### src/rtl/pll_reset_sequencer_if.sv
// Status/control bundle between the PLL reset sequencer and its surroundings.
interface pll_reset_sequencer_if #(
    parameter int unsigned STAT_WIDTH = 4
);
    logic                  locked;
    logic                  relock_req;
    logic                  pll_reset;
    logic                  sys_reset_n;
    logic                  ready;
    logic [1:0]            state;
    logic [STAT_WIDTH-1:0] retries;
    logic [STAT_WIDTH-1:0] lock_losses;

    // Sequencer side
    modport master (
        input  locked, relock_req,
        output pll_reset, sys_reset_n, ready, state, retries, lock_losses
    );

    // PLL / system side
    modport slave (
        output locked, relock_req,
        input  pll_reset, sys_reset_n, ready, state, retries, lock_losses
    );
endinterface

### src/rtl/pll_reset_sequencer.sv
// PLL reset sequencer: pulses PLL reset, waits for lock with timeout/retry,
// qualifies lock stability, then releases the system reset. Runs on the
// free-running board clock so it keeps working while the PLL is unlocked.
module pll_reset_sequencer #(
    parameter int unsigned PLL_RST_CYCLES = 16,
    parameter int unsigned LOCK_TIMEOUT   = 65536,
    parameter int unsigned STABLE_CYCLES  = 1024,
    parameter int unsigned CNT_WIDTH      = 17,
    parameter int unsigned STAT_WIDTH     = 4
) (
    input  logic                      clock,
    input  logic                      reset_n,
    pll_reset_sequencer_if.master     bus
);

    typedef enum logic [1:0] {
        RESET_PLL = 2'd0,
        WAIT_LOCK = 2'd1,
        STABLE    = 2'd2,
        RUN       = 2'd3
    } state_e;

    localparam logic [CNT_WIDTH-1:0]  RST_LAST     = CNT_WIDTH'(PLL_RST_CYCLES - 1);
    localparam logic [CNT_WIDTH-1:0]  TIMEOUT_LAST = CNT_WIDTH'(LOCK_TIMEOUT - 1);
    localparam logic [CNT_WIDTH-1:0]  STABLE_LAST  = CNT_WIDTH'(STABLE_CYCLES - 1);
    localparam logic [STAT_WIDTH-1:0] STAT_MAX     = '1;

    logic                  locked_meta;
    logic                  locked_s;

    state_e                state_q, state_d;
    logic [CNT_WIDTH-1:0]  cnt_q, cnt_d;
    logic [STAT_WIDTH-1:0] retries_q, retries_d;
    logic [STAT_WIDTH-1:0] lock_losses_q, lock_losses_d;
    logic                  pll_reset_q, pll_reset_d;
    logic                  run_q, run_d;

    // Two-flop synchronizer for the asynchronous PLL lock indication
    always_ff @(posedge clock or negedge reset_n) begin
        if (!reset_n) begin
            locked_meta <= 1'b0;
            locked_s    <= 1'b0;
        end else begin
            locked_meta <= bus.locked;
            locked_s    <= locked_meta;
        end
    end

    // Next-state, shared counter, statistics and next-output decode
    always_comb begin
        state_d       = state_q;
        cnt_d         = cnt_q;
        retries_d     = retries_q;
        lock_losses_d = lock_losses_q;

        if (bus.relock_req) begin
            state_d = RESET_PLL;
            cnt_d   = '0;
        end else begin
            unique case (state_q)
                RESET_PLL: begin
                    if (cnt_q == RST_LAST) begin
                        state_d = WAIT_LOCK;
                        cnt_d   = '0;
                    end else begin
                        cnt_d = cnt_q + CNT_WIDTH'(1);
                    end
                end
                WAIT_LOCK: begin
                    if (locked_s) begin
                        state_d = STABLE;
                        cnt_d   = '0;
                    end else if (cnt_q == TIMEOUT_LAST) begin
                        state_d = RESET_PLL;
                        cnt_d   = '0;
                        if (retries_q != STAT_MAX) begin
                            retries_d = retries_q + STAT_WIDTH'(1);
                        end
                    end else begin
                        cnt_d = cnt_q + CNT_WIDTH'(1);
                    end
                end
                STABLE: begin
                    if (!locked_s) begin
                        state_d = WAIT_LOCK;
                        cnt_d   = '0;
                    end else if (cnt_q == STABLE_LAST) begin
                        state_d = RUN;
                        cnt_d   = '0;
                    end else begin
                        cnt_d = cnt_q + CNT_WIDTH'(1);
                    end
                end
                RUN: begin
                    if (!locked_s) begin
                        state_d = RESET_PLL;
                        cnt_d   = '0;
                        if (lock_losses_q != STAT_MAX) begin
                            lock_losses_d = lock_losses_q + STAT_WIDTH'(1);
                        end
                    end
                end
                default: begin
                    state_d = RESET_PLL;
                    cnt_d   = '0;
                end
            endcase
        end

        pll_reset_d = (state_d == RESET_PLL);
        run_d       = (state_d == RUN);
    end

    // State, counter, statistics and registered outputs
    always_ff @(posedge clock or negedge reset_n) begin
        if (!reset_n) begin
            state_q       <= RESET_PLL;
            cnt_q         <= '0;
            retries_q     <= '0;
            lock_losses_q <= '0;
            pll_reset_q   <= 1'b1;
            run_q         <= 1'b0;
        end else begin
            state_q       <= state_d;
            cnt_q         <= cnt_d;
            retries_q     <= retries_d;
            lock_losses_q <= lock_losses_d;
            pll_reset_q   <= pll_reset_d;
            run_q         <= run_d;
        end
    end

    assign bus.state       = state_q;
    assign bus.pll_reset   = pll_reset_q;
    assign bus.sys_reset_n = run_q;
    assign bus.ready       = run_q;
    assign bus.retries     = retries_q;
    assign bus.lock_losses = lock_losses_q;

endmodule

### src/flat_wrapper.sv
// flat-port wrapper written by rule: the top's interface ports become plain ports
module pll_reset_sequencer_flat 
#(
    parameter int unsigned PLL_RST_CYCLES = 16,
    parameter int unsigned LOCK_TIMEOUT   = 65536,
    parameter int unsigned STABLE_CYCLES  = 1024,
    parameter int unsigned CNT_WIDTH      = 17,
    parameter int unsigned STAT_WIDTH     = 4
)
  (clock, reset_n, bus_locked, bus_relock_req, bus_pll_reset, bus_sys_reset_n, bus_ready, bus_state, bus_retries, bus_lock_losses);
  pll_reset_sequencer_if #(.STAT_WIDTH(STAT_WIDTH)) bus_i ();
  input  logic clock;
  input  logic reset_n;
  input wire logic [$bits(bus_i.locked)-1:0] bus_locked;
  input wire logic [$bits(bus_i.relock_req)-1:0] bus_relock_req;
  output wire logic [$bits(bus_i.pll_reset)-1:0] bus_pll_reset;
  output wire logic [$bits(bus_i.sys_reset_n)-1:0] bus_sys_reset_n;
  output wire logic [$bits(bus_i.ready)-1:0] bus_ready;
  output wire logic [$bits(bus_i.state)-1:0] bus_state;
  output wire logic [$bits(bus_i.retries)-1:0] bus_retries;
  output wire logic [$bits(bus_i.lock_losses)-1:0] bus_lock_losses;
  assign bus_i.locked = bus_locked;
  assign bus_i.relock_req = bus_relock_req;
  assign bus_pll_reset = bus_i.pll_reset;
  assign bus_sys_reset_n = bus_i.sys_reset_n;
  assign bus_ready = bus_i.ready;
  assign bus_state = bus_i.state;
  assign bus_retries = bus_i.retries;
  assign bus_lock_losses = bus_i.lock_losses;
  pll_reset_sequencer #(.PLL_RST_CYCLES(PLL_RST_CYCLES), .LOCK_TIMEOUT(LOCK_TIMEOUT), .STABLE_CYCLES(STABLE_CYCLES), .CNT_WIDTH(CNT_WIDTH), .STAT_WIDTH(STAT_WIDTH)) u_core (.clock(clock), .reset_n(reset_n), .bus(bus_i));
endmodule
### config.mk
export PLATFORM = sky130hd
export DESIGN_NAME = pll_reset_sequencer_flat
export DESIGN_NICKNAME = d
export VERILOG_FILES = /design/src/rtl/pll_reset_sequencer_if.sv /design/src/rtl/pll_reset_sequencer.sv /design/src/flat_wrapper.sv
export SDC_FILE = /design/constraint.sdc
export NUM_CORES = 1
export LEC_CHECK = 0
export BUFFER_PORTS_ARGS = -buffer_cell sky130_fd_sc_hd__buf_2
export CAP_MARGIN = 10
export CORE_UTILIZATION = 45
export DETAILED_ROUTE_END_ITERATION = 7
export PLACE_DENSITY = 0.66
export SKIP_CTS_REPAIR_TIMING = 1
export SYNTH_ARGS = -nofsm -noshare
export SYNTH_HDL_FRONTEND = slang
export SYNTH_SLANG_ARGS = --single-unit
### constraint.sdc
create_clock -name clock -period 3 [get_ports clock]
set_input_delay 0.9 -clock clock [delete_from_list [all_inputs] [get_ports clock]]
set_output_delay 0.9 -clock clock [all_outputs]
set_load 0.02 [all_outputs]
Word level (Yosys, flattened, before mapping)
Cells that the tools add are included.
{"block": "totals", "regBits": 31, "input_bits": 4, "elab_cells": 43}
{"block": "classes", "add_sub_neg": 3, "eq_ne": 10, "n_mux": 16, "bitwise": 2, "reduce_logical": 4}
{"operator": "$mux 17", "n": 7}
{"operator": "$pmux 17 s4", "n": 1}
{"operator": "$add 17x1->17 const B", "n": 1}
{"operator": "$eq 17x10->1 const B", "n": 1}
{"operator": "$eq 17x16->1 const B", "n": 1}
{"operator": "$eq 17x4->1 const B", "n": 1}
{"operator": "$mux 2", "n": 7}
{"operator": "$add 4x1->4 const B", "n": 2}
{"operator": "$ne 4x4->1 const B", "n": 2}
{"operator": "$pmux 2 s4", "n": 1}
{"operator": "$eq 2x2->1 const B", "n": 3}
{"operator": "$reduce_and 5->1", "n": 1}
{"operator": "$logic_not 2->1", "n": 2}
{"operator": "$reduce_and 4->1", "n": 1}
{"operator": "$ne 3x3->1 const B", "n": 1}
{"operator": "$eq 2x1->1 const B", "n": 1}
{"operator": "$not 1->1", "n": 2}

Longest topological paths before layout
Gate-level depths: netlist (run 1).
{"block": "depth", "depth_word": 6, "mapped_depth": 14}

Least setup slack after synthesis (run 1)
No wires, ideal clock.
{"block": "synth_timing", "kind": "reg2reg", "start": "register u_core.cnt_q[0]", "end": "register u_core.cnt_q[4]", "setup_ns": 0.128, "arrival_time_ns": 2.683, "slack_ns": 0.189, "stages_incl_launch_ff": 15, "synth_period_minus_slack_ns": 2.811, "path_cell_list": "dfrtp_1 > ha_1 > inv_1 > or4_4 > nor3_1 > nand3_1 > inv_1 > ha_1 > o21ai_0 > and3b_1 > o41a_1 > buf_6 > buf_6 > a31oi_1 > o31ai_1"}
{"block": "synth_between", "elab_chain_len": 5}
{"element": "start, declared", "line_no": "pll_reset_sequencer.sv:32", "source": "logic [CNT_WIDTH-1:0] cnt_q, cnt_d;"}
{"element": "start signal, assigned", "line_no": "pll_reset_sequencer.sv:125", "source": "cnt_q <= cnt_d;"}
{"element": "$add 17x1->17, or another cell as far along", "line_no": "pll_reset_sequencer.sv:66, pll_reset_sequencer.sv:80, pll_reset_sequencer.sv:91"}
{"element": "$mux 17 (on tied branches)", "line_no": "pll_reset_sequencer.sv:87, pll_reset_sequencer.sv:73"}
{"element": "$mux 17 (on tied branches)", "line_no": "pll_reset_sequencer.sv:84, pll_reset_sequencer.sv:70"}
{"element": "$pmux 17 s4 (*)", "line_no": "pll_reset_sequencer.sv:60", "source": "unique case (state_q)"}
{"element": "$mux 17 (*)", "line_no": "pll_reset_sequencer.sv:56", "source": "if (bus.relock_req) begin"}
Every way passes the cells marked *; elsewhere a longest branch is shown, timed or not.
A chain may end at the register's enable or synchronous reset.

Worst setup path in the final report (run 1)
{"block": "layout_timing", "start": "register u_core.cnt_q[1]", "end": "register u_core.cnt_q[4]"}
The elaborated chain is that of the path after synthesis.

==> impl_metrics.csv, run 1 <==
group,metric,value,unit
sta,timing.fmax,361,MHz
synthesis,synth-async-reset-ratio,100,%
cts,cts_max_path_buffers,2,
finish,final_cell_area,0.00200,mm2
power,internal-power,0.706,mW
synthesis,yosys.area.top_type_share,44.4,%
sta,finalCriticalPeriod,2.77,ns
placed_design,dpl.hpwl,2.60,mm
global_route,grt_max_degree,32,
cts,cts_root_buffer,"sky130_fd_sc_hd__clkbuf_8",
placed_design,post_detailed_placement_cell_area,0.00185,mm2
synthesis,syn_area,0.00169,mm2
hold_path,min_delay_endpoint,"u_core.locked_s",
power,p_sw,0.180,mW
die,design.die.area,0.00401,mm2
worst_setup_path,setup.worst_path.class,"reg -> reg",
synthesis,post_synth_main_area_contributors,"sky130_fd_sc_hd__dfrtp_1, sky130_fd_sc_hd__nand3_1, sky130_fd_sc_hd__nand2_1",
sta,setup_viol,0,
cts,h-tree-depth,2,
synthesis,gate_count_post_synth,173,
finish,post_route_cells_drive_above_1_share,23.9,%
die,core_area,0.00347,mm2
synthesis,synth-seq-area-share,45.9,%
finish,syn2layout_area_growth,18.3,%
worst_setup_path,timing.reg2reg.worst_path_depth,13,
power,power.static_leakage,0.902,nW
cts,clock_sinks,31,
die,die_x,63.3,um
sta,hold_viol,0,
sta,max_slew_margin,55.2,%
global_route,grt_pass1_vias,1339,
job,max-cap-violations,0,
drt,routedWlPerCell,15.1,um
sta,slew_viol_final,0,
die,initial_utilization,48.8,%
die,io-pin-count,17,
worst_setup_path,timing.rr.start,"u_core.cnt_q[1]",
worst_setup_path,timing.critical_path.from_type,"flip-flop",
placed_design,placement.io_buffers,16,
finish,multi_input_area,865,um2
synthesis,yosysMostFrequentCell,"sky130_fd_sc_hd__dfrtp_1",
hold_path,hp-start,"u_core.locked_meta",
worst_setup_path,critPathArrivalTime,2.92,ns
drt,drtPass1Iterations,4,
outcome,outcome,"complete, no violations",
worst_setup_path,critPathCaptureType,"flip-flop",
power,pwr-share-clk,47.4,%
sta,worst_slew_pin_slew,0.672,ns
sta,clock-skew-final,0.00369,ns
drt,drtIter0Drc,78,
drt,routed_via_density,5.93,
synthesis,synthTopCellsByCount,"sky130_fd_sc_hd__dfrtp_1, sky130_fd_sc_hd__nand2_1, sky130_fd_sc_hd__nand3_1",
worst_setup_path,ff2ff_setup_slack,0.23,ns
global_route,first_pass_grt_wire_length,6.19,mm
global_route,globalRoute.totalOverflow,0,
sta,min_period_over_period,92.3,%
global_route,initial_antenna_violation_count,0,
synthesis,synth-warning-count,0,
power,finalPower,0.886,mW
global_route,grt.total_usage,19.8,%
worst_setup_path,rr_endpoint,"u_core.cnt_q[4]",
worst_setup_path,crit_fanout,11,
finish,antenna_cells,0,
power,seqPwrFrac,48.2,%
worst_setup_path,required,3.15,ns
power,switching_share,20.3,%
synthesis,net_count_synth,182,
synthesis,synth_ff_type,"sky130_fd_sc_hd__dfrtp_1",
finish,final_util,57.7,%
drt,routed-via-count,1464,
power,ir_drop,376,uV
synthesis,synth_seq_cells,31,
placed_design,place.gp.congestion,0.867,
synthesis,synth.lib_cells_used.distinct,50,
die,std_cell_rows,21,
synthesis,synth_enable_flop_cells,0,
hold_path,min_delay_path_depth,0,
sta,setup_repair_after_global_routing_missed_its_margin,"false",
finish,finish.net_count,209,
synthesis,synth.avg_cell_area,9.78,um2
drt,drc,0,
drt,wirelength_routed,3.72,mm
finish,final.fill_count,320,
finish,ff_latch_area,777,um2
die,die_height,63.3,um
power,power.combinational.fraction,4.3,%
cts,number_of_buffers_added_by_the_clock_tree_synthesis_step,5,
drt,final_antenna_net_count,0,
cts,tritoncts,"done",
synthesis,synth_largest_area_cell,"sky130_fd_sc_hd__dfrtp_1",
cts,clock_insertion_delay_worst_skew,0.28,ns
hold_path,hold_path_class,"reg -> reg",
cts,clk_pin_slew,0.06,ns
sta,final.setup.tns,0,ns
power,power.density_cell_area,443,mW/mm2
==> metrics by stage <==
step	hold WS, ns	setup WS, ns	cells
5_1_grt	0.352	0.00975	247
2_1_floorplan	0.331	0.189	173
3_3_place_gp	0.333	0.270	237
3_5_place_dp	0.335	0.126	237
6_report	0.348	0.231	247
4_1_cts	0.350	0.109	245
==> cell type report <==
type	instances	share of cell area [%]
multi-input cells	129	43.2
flip-flops and latches	31	38.8
repair buffers	27	8.13
clock buffers	6	4.13
well taps	46	2.88
clock inverters	2	1.75
inverters	6	1.13
==> worst max path at each step <==
stage	from	to
after global placement	u_core.cnt_q[1]	u_core.cnt_q[4]
after CTS	u_core.cnt_q[1]	u_core.cnt_q[15]
after floorplan	u_core.cnt_q[0]	u_core.cnt_q[4]
after detailed placement	u_core.cnt_q[1]	u_core.cnt_q[15]
after global routing	u_core.cnt_q[1]	u_core.cnt_q[4]
final	u_core.cnt_q[1]	u_core.cnt_q[4]
==> worst max-delay path: stages (launching register included) <==
cell and delay [ns]:
sky130_fd_sc_hd__dfrtp_1 0.38, sky130_fd_sc_hd__ha_1 0.18, sky130_fd_sc_hd__inv_1 0.07, sky130_fd_sc_hd__or4_4 0.58
sky130_fd_sc_hd__nor3_4 0.24, sky130_fd_sc_hd__nand3_2 0.10, sky130_fd_sc_hd__inv_1 0.06, sky130_fd_sc_hd__ha_1 0.15
sky130_fd_sc_hd__o21ai_0 0.06, sky130_fd_sc_hd__and3b_1 0.18, sky130_fd_sc_hd__o41a_1 0.15, sky130_fd_sc_hd__buf_4 0.21
sky130_fd_sc_hd__a31oi_1 0.17, sky130_fd_sc_hd__o31ai_1 0.11
==> kinds of logic after synthesis <==
family / count (synthesis) / share of synthesized area [%]
and+or+nand+nor: 78 / 25.6
AOI/OAI and AO/OA: 36 / 15.1
DFF: 31 / 45.9
buffers and inverters: 13 / 4.07
xor gates and xnor gates: 6 / 3.11
adders and majority gates: 5 / 3.70
muxes: 4 / 2.51
==> power groups by stage <==
stage	combinational [mW]	sequential (mW)	clock (mW)
6_report	0.0385	0.427	0.420
5_1_grt	0.0434	0.427	0.446
4_1_cts	0.0338	0.428	0.425
3_5_place_dp	0.0333	0.436	0
3_3_place_gp	0.0328	0.435	0
2_1_floorplan	0.0178	0.434	0
==> flip-flops by register name, indices dropped and copies added, names as in the netlist <==
register and cells:
u_core.bus.lock_losses 4, u_core.bus.pll_reset 1, u_core.bus.ready 1, u_core.bus.retries 4, u_core.bus.state 2, u_core.cnt_q 17, u_core.locked_meta 1, u_core.locked_s 1
==> layer usage <==
metal  vias to the layer above  part of all wire [%]  GRT usage (%)
met5                         -                     0              0
met2                        41                    46           29.8
met3                         5                   4.1           4.35
met1                       716                    49           27.8
li1                        702                     -              -
met4                         0                   1.2           7.39
==> cells in the final DEF, fill, tap and decap left out, types with 4 or more instances in the layout <==
cell type                  synthesis  routed
sky130_fd_sc_hd__xnor2_1           4       4
sky130_fd_sc_hd__nand4_1           6       6
sky130_fd_sc_hd__buf_2             1      16
sky130_fd_sc_hd__nor2_1           12      12
sky130_fd_sc_hd__nand2_1          17      16
sky130_fd_sc_hd__ha_1              5       5
sky130_fd_sc_hd__clkbuf_8          0       6
sky130_fd_sc_hd__inv_1             6       6
sky130_fd_sc_hd__dfrtp_1          30      30
sky130_fd_sc_hd__buf_4             1      11
sky130_fd_sc_hd__a31oi_1           5       5
sky130_fd_sc_hd__nand3_1          17      16
sky130_fd_sc_hd__nor3_1            5       4
sky130_fd_sc_hd__o21ai_0           8       8
Power figures use the tool's default switching activity.
==> inputs of run 2 (changes only) <==
--- a/config.mk
+++ b/config.mk
@@ -5,6 +5,7 @@
 export SDC_FILE = /design/constraint.sdc
 export NUM_CORES = 1
 export LEC_CHECK = 0
+export ABC_AREA = 1
 export BUFFER_PORTS_ARGS = -buffer_cell sky130_fd_sc_hd__buf_2
 export CAP_MARGIN = 10
 export CORE_UTILIZATION = 45
==> impl_metrics.csv, run 2 <==
group,metric,value,unit
sta,hold_viol,0,
synthesis,yosysMostFrequentCell,"sky130_fd_sc_hd__nor2_1",
sta,finalCriticalPeriod,2.43,ns
placed_design,placement.io_buffers,16,
power,power.density_cell_area,424,mW/mm2
synthesis,gate_count_post_synth,222,
die,io-pin-count,17,
synthesis,synth-warning-count,0,
power,ir_drop,264,uV
drt,routedWlPerCell,12.0,um
sta,setup_repair_after_global_routing_missed_its_margin,"false",
die,design.die.area,0.00440,mm2
sta,min_period_over_period,80.9,%
cts,cts_max_path_buffers,2,
global_route,initial_antenna_violation_count,0,
global_route,grt_max_degree,32,
power,finalPower,0.886,mW
cts,tritoncts,"done",
sta,clock-skew-final,0.00420,ns
worst_setup_path,worst_path_largest_cell_delay,0.39,ns
outcome,outcome,"complete, no violations",
sta,max_slew_margin,52.5,%
power,power.static_leakage,1.03,nW
synthesis,synth.avg_cell_area,8.38,um2
finish,final_common_cell,"sky130_fd_sc_hd__nor2_1",
synthesis,syn_area,0.00186,mm2
worst_setup_path,crit_fanout,15,
sta,timing.fmax,412,MHz
die,initial_utilization,46.8,%
synthesis,synth_largest_area_cell,"sky130_fd_sc_hd__dfrtp_1",
synthesis,synthTopCellsByCount,"sky130_fd_sc_hd__nor2_1, sky130_fd_sc_hd__nand2_1, sky130_fd_sc_hd__dfrtp_1",
finish,syn2layout_area_growth,12.2,%
finish,finish.net_count,251,
finish,final_cell_mix,"sky130_fd_sc_hd__nor2_1, sky130_fd_sc_hd__nand2_1, sky130_fd_sc_hd__dfrtp_1",
sta,worst_slew_pin_slew,0.713,ns
die,core_area,0.00397,mm2
worst_setup_path,required,3.17,ns
worst_setup_path,slowest_stage_cell_cp,"sky130_fd_sc_hd__dfrtp_1",
worst_setup_path,timing.critical_path.from_type,"flip-flop",
worst_setup_path,setup.worst_path.class,"reg -> reg",
worst_setup_path,worst_path_dominant_cell_family,"simple AND/OR/NAND/NOR gates",
finish,post_route_cells_drive_above_1_share,21.0,%
finish,antenna_cells,0,
synthesis,net_count_synth,231,
cts,number_of_buffers_added_by_the_clock_tree_synthesis_step,5,
finish,final.fill_count,388,
synthesis,post_synth_main_area_contributors,"sky130_fd_sc_hd__dfrtp_1, sky130_fd_sc_hd__nor2_1, sky130_fd_sc_hd__nand2_1",
synthesis,synth_enable_flop_cells,0,
worst_setup_path,critPathCaptureType,"flip-flop",
drt,routed_via_density,5.02,
drt,drc,0,
finish,largest_register_ff_count,17,
drt,routed-via-count,1471,
sta,final.setup.tns,0,ns
drt,final_antenna_net_count,0,
sta,slew_viol_final,0,
cts,clk_pin_slew,0.07,ns
placed_design,place.gp.congestion,0.851,
synthesis,synth.lib_cells_used.distinct,30,
hold_path,hold_path_class,"reg -> reg",
cts,cts_root_buffer,"sky130_fd_sc_hd__clkbuf_8",
global_route,globalRoute.totalOverflow,0,
worst_setup_path,crit_chain,"ha_1, nand2_2, nor3_4, nand4_1, nor4_2, ha_1, nor3_1, o21ai_0, nand2_2, nand2_4, o21bai_1",
job,max-cap-violations,0,
drt,wirelength_routed,3.50,mm
cts,clock_insertion_delay_worst_skew,0.29,ns
finish,largest-register,"u_core.cnt_q",
sta,setup_viol,0,
global_route,grt_pass1_vias,1343,
synthesis,synth_ff_type,"sky130_fd_sc_hd__dfrtp_1",
drt,drtPass1Iterations,4,
die,die_x,66.3,um
synthesis,synth-seq-area-share,41.8,%
die,std_cell_rows,23,
placed_design,dpl.hpwl,2.55,mm
drt,drtIter0Drc,56,
worst_setup_path,critPathArrivalTime,2.59,ns
synthesis,synth_seq_cells,31,
worst_setup_path,critical_path.n_buffers_inverters,0,
cts,h-tree-depth,2,
synthesis,synth-async-reset-ratio,100,%
cts,clock_sinks,31,
global_route,grt.total_usage,18.5,%
synthesis,yosys.area.top_type_share,40.3,%
die,die_height,66.3,um
global_route,first_pass_grt_wire_length,5.92,mm
==> run 2: cell types whose count changed after synthesis, moves of 4 or more <==
| cell | before | now |
|---|---|---|
| sky130_fd_sc_hd__a31oi_1 | 5 | 1 |
| sky130_fd_sc_hd__inv_1 | 6 | 29 |
| sky130_fd_sc_hd__nand2_1 | 17 | 31 |
| sky130_fd_sc_hd__nor2_1 | 12 | 41 |
| sky130_fd_sc_hd__o21ai_0 | 8 | 4 |
| sky130_fd_sc_hd__o21bai_1 | 1 | 5 |
| sky130_fd_sc_hd__o21bai_2 | 0 | 10 |
| sky130_fd_sc_hd__xor2_1 | 2 | 13 |
==> run 2: path summary, 6_finish.rpt <==
kind                            slack [ns]               start  depth (start not counted)                    end
worst min-delay path                  0.35  u_core.locked_meta                          0        u_core.locked_s
worst min register to register        0.35  u_core.locked_meta                          0        u_core.locked_s
worst max register to register        0.57     u_core.cnt_q[0]                         11        u_core.cnt_q[5]
worst max-delay path                  0.57     u_core.cnt_q[0]                         11        u_core.cnt_q[5]
min in group asynchronous             0.66             reset_n                          1  u_core.bus.retries[1]
max in group asynchronous             1.88             reset_n                          1        u_core.cnt_q[2]
==> run 2: worst reg2reg max path, delay by kind of cell, from the launching register on <==
kind            cells  cell delay, ns
flops               1            0.39
compound gates      2            0.38
fa+ha+maj           2            0.45
simple gates        7            1.09
==> run 2: stage by stage <==
stage | area, um2 | instances | worst slack [ns] | util, % | hold WS [ns]
finish | 2090 | 293 | 0.574 | 52.6 | 0.352
global route | 2090 | 293 | 0.364 | 52.6 | 0.356
CTS | 2090 | 293 | 0.565 | 52.6 | 0.356
detailed placement | 1970 | 285 | 0.588 | 49.6 | 0.340
global placement | 1970 | 285 | 0.651 | 49.6 | 0.336
floorplan | 1860 | 222 | 0.802 | - | 0.331
==> run 2: kinds of logic (layout without fill, tap and decap cells) <==
logic type / count (synthesis) / after routing / share of synthesized area, %
fa+ha+maj: 5 / 5 / 3.36
simple gates: 108 / 108 / 27.0
compound gates: 24 / 24 / 10.7
buf+inv: 36 / 57 / 8.47
mux: 2 / 2 / 1.21
xor+xnor: 16 / 16 / 7.53
flops: 31 / 31 / 41.8
==> run 2: cell type report <==
cell class | instances | area [um2] | area share [%]
Multi-Input combinational cell | 155 | 926 | 44.3
Sequential cell | 31 | 777 | 37.2
Inverter | 33 | 125 | 5.99
Clock buffer | 6 | 82.6 | 3.95
Timing Repair Buffer | 16 | 80.1 | 3.83
Tap cell | 50 | 62.6 | 3.00
Clock inverter | 2 | 35.0 | 1.68
==> run 2: power breakdown <==
group	internal, mW	switching (mW)
Combinational	0.00754	0.0211
Clock	0.268	0.160
Sequential	0.423	0.00562
Total	0.699	0.187
==> run 2: metal layers <==
| metal | routed length, um | global-route usage (%) | up-vias |
|---|---|---|---|
| met5 | 0 | 0 | - |
| met4 | 67 | 8.78 | 0 |
| met3 | 119 | 5.69 | 4 |
| met2 | 1570 | 26.9 | 23 |
| met1 | 1740 | 24.8 | 695 |
| li1 | - | - | 749 |
==> inputs of run 3 (changes only) <==
==> constraint.sdc (replaced) <==
create_clock -name clock -period 2 [get_ports clock]
set_input_delay 0.6 -clock clock [delete_from_list [all_inputs] [get_ports clock]]
set_output_delay 0.6 -clock clock [all_outputs]
set_load 0.02 [all_outputs]
==> impl_metrics.csv, run 3 (synthesis results as in run 2) <==
group,metric,value,unit
drt,wirelength_routed,3.92,mm
finish,final_util,58.0,%
cts,h-tree-depth,2,
placed_design,placement.io_buffers,16,
outcome,outcome,"finished with violations",
worst_setup_path,slowest_stage_cell_cp,"sky130_fd_sc_hd__dfrtp_1",
worst_setup_path,ff2ff_setup_slack,-0.08,ns
power,power.static_leakage,1.13,nW
placed_design,dpl.hpwl,2.65,mm
global_route,grt.total_usage,18.8,%
finish,final.fill_count,357,
finish,final_cell_area,0.00230,mm2
worst_setup_path,critPathCaptureType,"flip-flop",
power,power.density_cell_area,582,mW/mm2
job,max-cap-violations,0,
worst_setup_path,crit_chain,"ha_2, nand2_2, nor3_4, nand4_1, nor4_2, ha_2, nor3_2, o21ai_2, nand2_4, nand2_4, o21bai_1",
worst_setup_path,timing.rr.start,"u_core.cnt_q[0]",
worst_setup_path,required,2.17,ns
sta,setup_ws,-0.0816,ns
drt,final_antenna_net_count,0,
cts,cts_max_path_buffers,2,
finish,instances_no_fill,312,
drt,routed-via-count,1586,
sta,hold_viol,0,
hold_path,hold_path_class,"in -> async",
die,die_height,66.3,um
global_route,groute.layer.met2.usage,27.8,%
finish,largest_register_ff_count,17,
sta,worst_slew_pin_slew,0.685,ns
die,std_cell_rows,23,
cts,clk_pin_slew,0.07,ns
worst_setup_path,critical_path.endpoint,"u_core.cnt_q[3]",
worst_setup_path,rr_endpoint,"u_core.cnt_q[3]",
placed_design,place.gp.congestion,0.838,
sta,clock-skew-final,0.00461,ns
worst_setup_path,worst_path_dominant_cell_family,"simple AND/OR/NAND/NOR gates",
cts,cts_root_buffer,"sky130_fd_sc_hd__clkbuf_8",
global_route,initial_antenna_violation_count,0,
sta,max_slew_margin,54.3,%
drt,drtIter0Drc,77,
drt,drc,0,
sta,min_period_over_period,104,%
global_route,groute.layer.met1.usage,25.2,%
global_route,grt_pass1_vias,1378,
sta,finalCriticalPeriod,2.08,ns
global_route,busiest_layer,"met2",
worst_setup_path,timing.reg2reg.worst_path_depth,11,
worst_setup_path,critical_path.n_buffers_inverters,0,
finish,multi_input_area,0.00100,mm2
sta,setup_viol,20,
finish,syn2layout_area_growth,23.9,%
finish,final_common_cell,"sky130_fd_sc_hd__nor2_1",
drt,routed_via_density,5.08,
cts,clock_sinks,31,
sta,timing.fmax,480,MHz
global_route,first_pass_grt_wire_length,6.03,mm
cts,clock_insertion_delay_worst_skew,0.28,ns
global_route,grt_max_degree,32,
finish,post_route_cells_drive_above_1_share,29.8,%
sta,slew_viol_final,0,
power,ir_drop,391,uV
die,core_area,0.00397,mm2
finish,antenna_cells,0,
finish,final_cell_mix,"sky130_fd_sc_hd__nor2_1, sky130_fd_sc_hd__nand2_1, sky130_fd_sc_hd__dfrtp_1",
die,design.die.area,0.00440,mm2
worst_setup_path,path_depth,11,
worst_setup_path,worst_path_largest_cell_delay,0.36,ns
placed_design,placedCellCount,302,
die,initial_utilization,46.8,%
die,io-pin-count,17,
worst_setup_path,timing.critical_path.from_type,"flip-flop",
global_route,globalRoute.totalOverflow,0,
global_route,global_route.usage.met3,5.17,%
sta,setup_repair_after_global_routing_missed_its_margin,"true",
finish,largest-register,"u_core.cnt_q",
sta,fin_worst_hold_slack,0.352,ns
cts,number_of_buffers_added_by_the_clock_tree_synthesis_step,5,
finish,finish.net_count,270,
outcome,failing_checks,"negative setup slack",
placed_design,post_detailed_placement_cell_area,0.00210,mm2
die,die_x,66.3,um
drt,routedWlPerCell,12.6,um
drt,drtPass1Iterations,6,
worst_setup_path,critPathArrivalTime,2.25,ns
worst_setup_path,setup.worst_path.class,"reg -> reg",
worst_setup_path,crit_path_start,"u_core.cnt_q[0]",
worst_setup_path,crit_fanout,7,
finish,ff_latch_area,777,um2
cts,tritoncts,"done",
## run 3: changes by cell type in the layout (fill, tap and decap cells not counted), moves of 2 or more
cell	delta
sky130_fd_sc_hd__buf_4	+17
sky130_fd_sc_hd__o21bai_2	-4
sky130_fd_sc_hd__o21bai_4	+4
sky130_fd_sc_hd__ha_1	-2
sky130_fd_sc_hd__ha_2	+2
## run 3: area by class of cell
type                       instances  share of cell area [%]
clock buffer                       6                    3.58
clock inverter                     2                    1.52
inverter                          33                    5.43
multi-input combinational        156                    43.5
sequential                        31                    33.7
tap                               50                    2.71
timing repair buffer              34                    9.50
## run 3: how the worst min path moves through the flow
stage,startpoint,end
floorplan,reset_n,u_core.bus.lock_losses[0]
global placement,u_core.locked_meta,u_core.locked_s
detailed placement,u_core.locked_meta,u_core.locked_s
CTS,u_core.locked_meta,u_core.locked_s
global route,u_core.locked_meta,u_core.locked_s
finish,reset_n,u_core.bus.retries[1]
## run 3: where the power goes
group          switching (mW)  internal, mW
registers             0.00595         0.635
clock network           0.236         0.403
logic                  0.0402        0.0223
total                   0.282          1.06
## run 3: stage by stage
step / total power, mW / setup TNS (ns) / setup slack (ns)
2_1_floorplan: 0.680 / -0.419 / -0.0419
3_3_place_gp: 0.707 / 0 / 0.00399
3_5_place_dp: 0.708 / -1.06 / -0.0870
4_1_cts: 1.35 / -1.50 / -0.112
5_1_grt: 1.40 / -3.89 / -0.210
6_report: 1.34 / -1.13 / -0.0816
## run 3: metal layers
layer / vias up / share of wire, %
li1: 788 / -
met1: 766 / 49
met2: 22 / 46
met3: 10 / 2.5
met4: 0 / 2.6
met5: - / 0
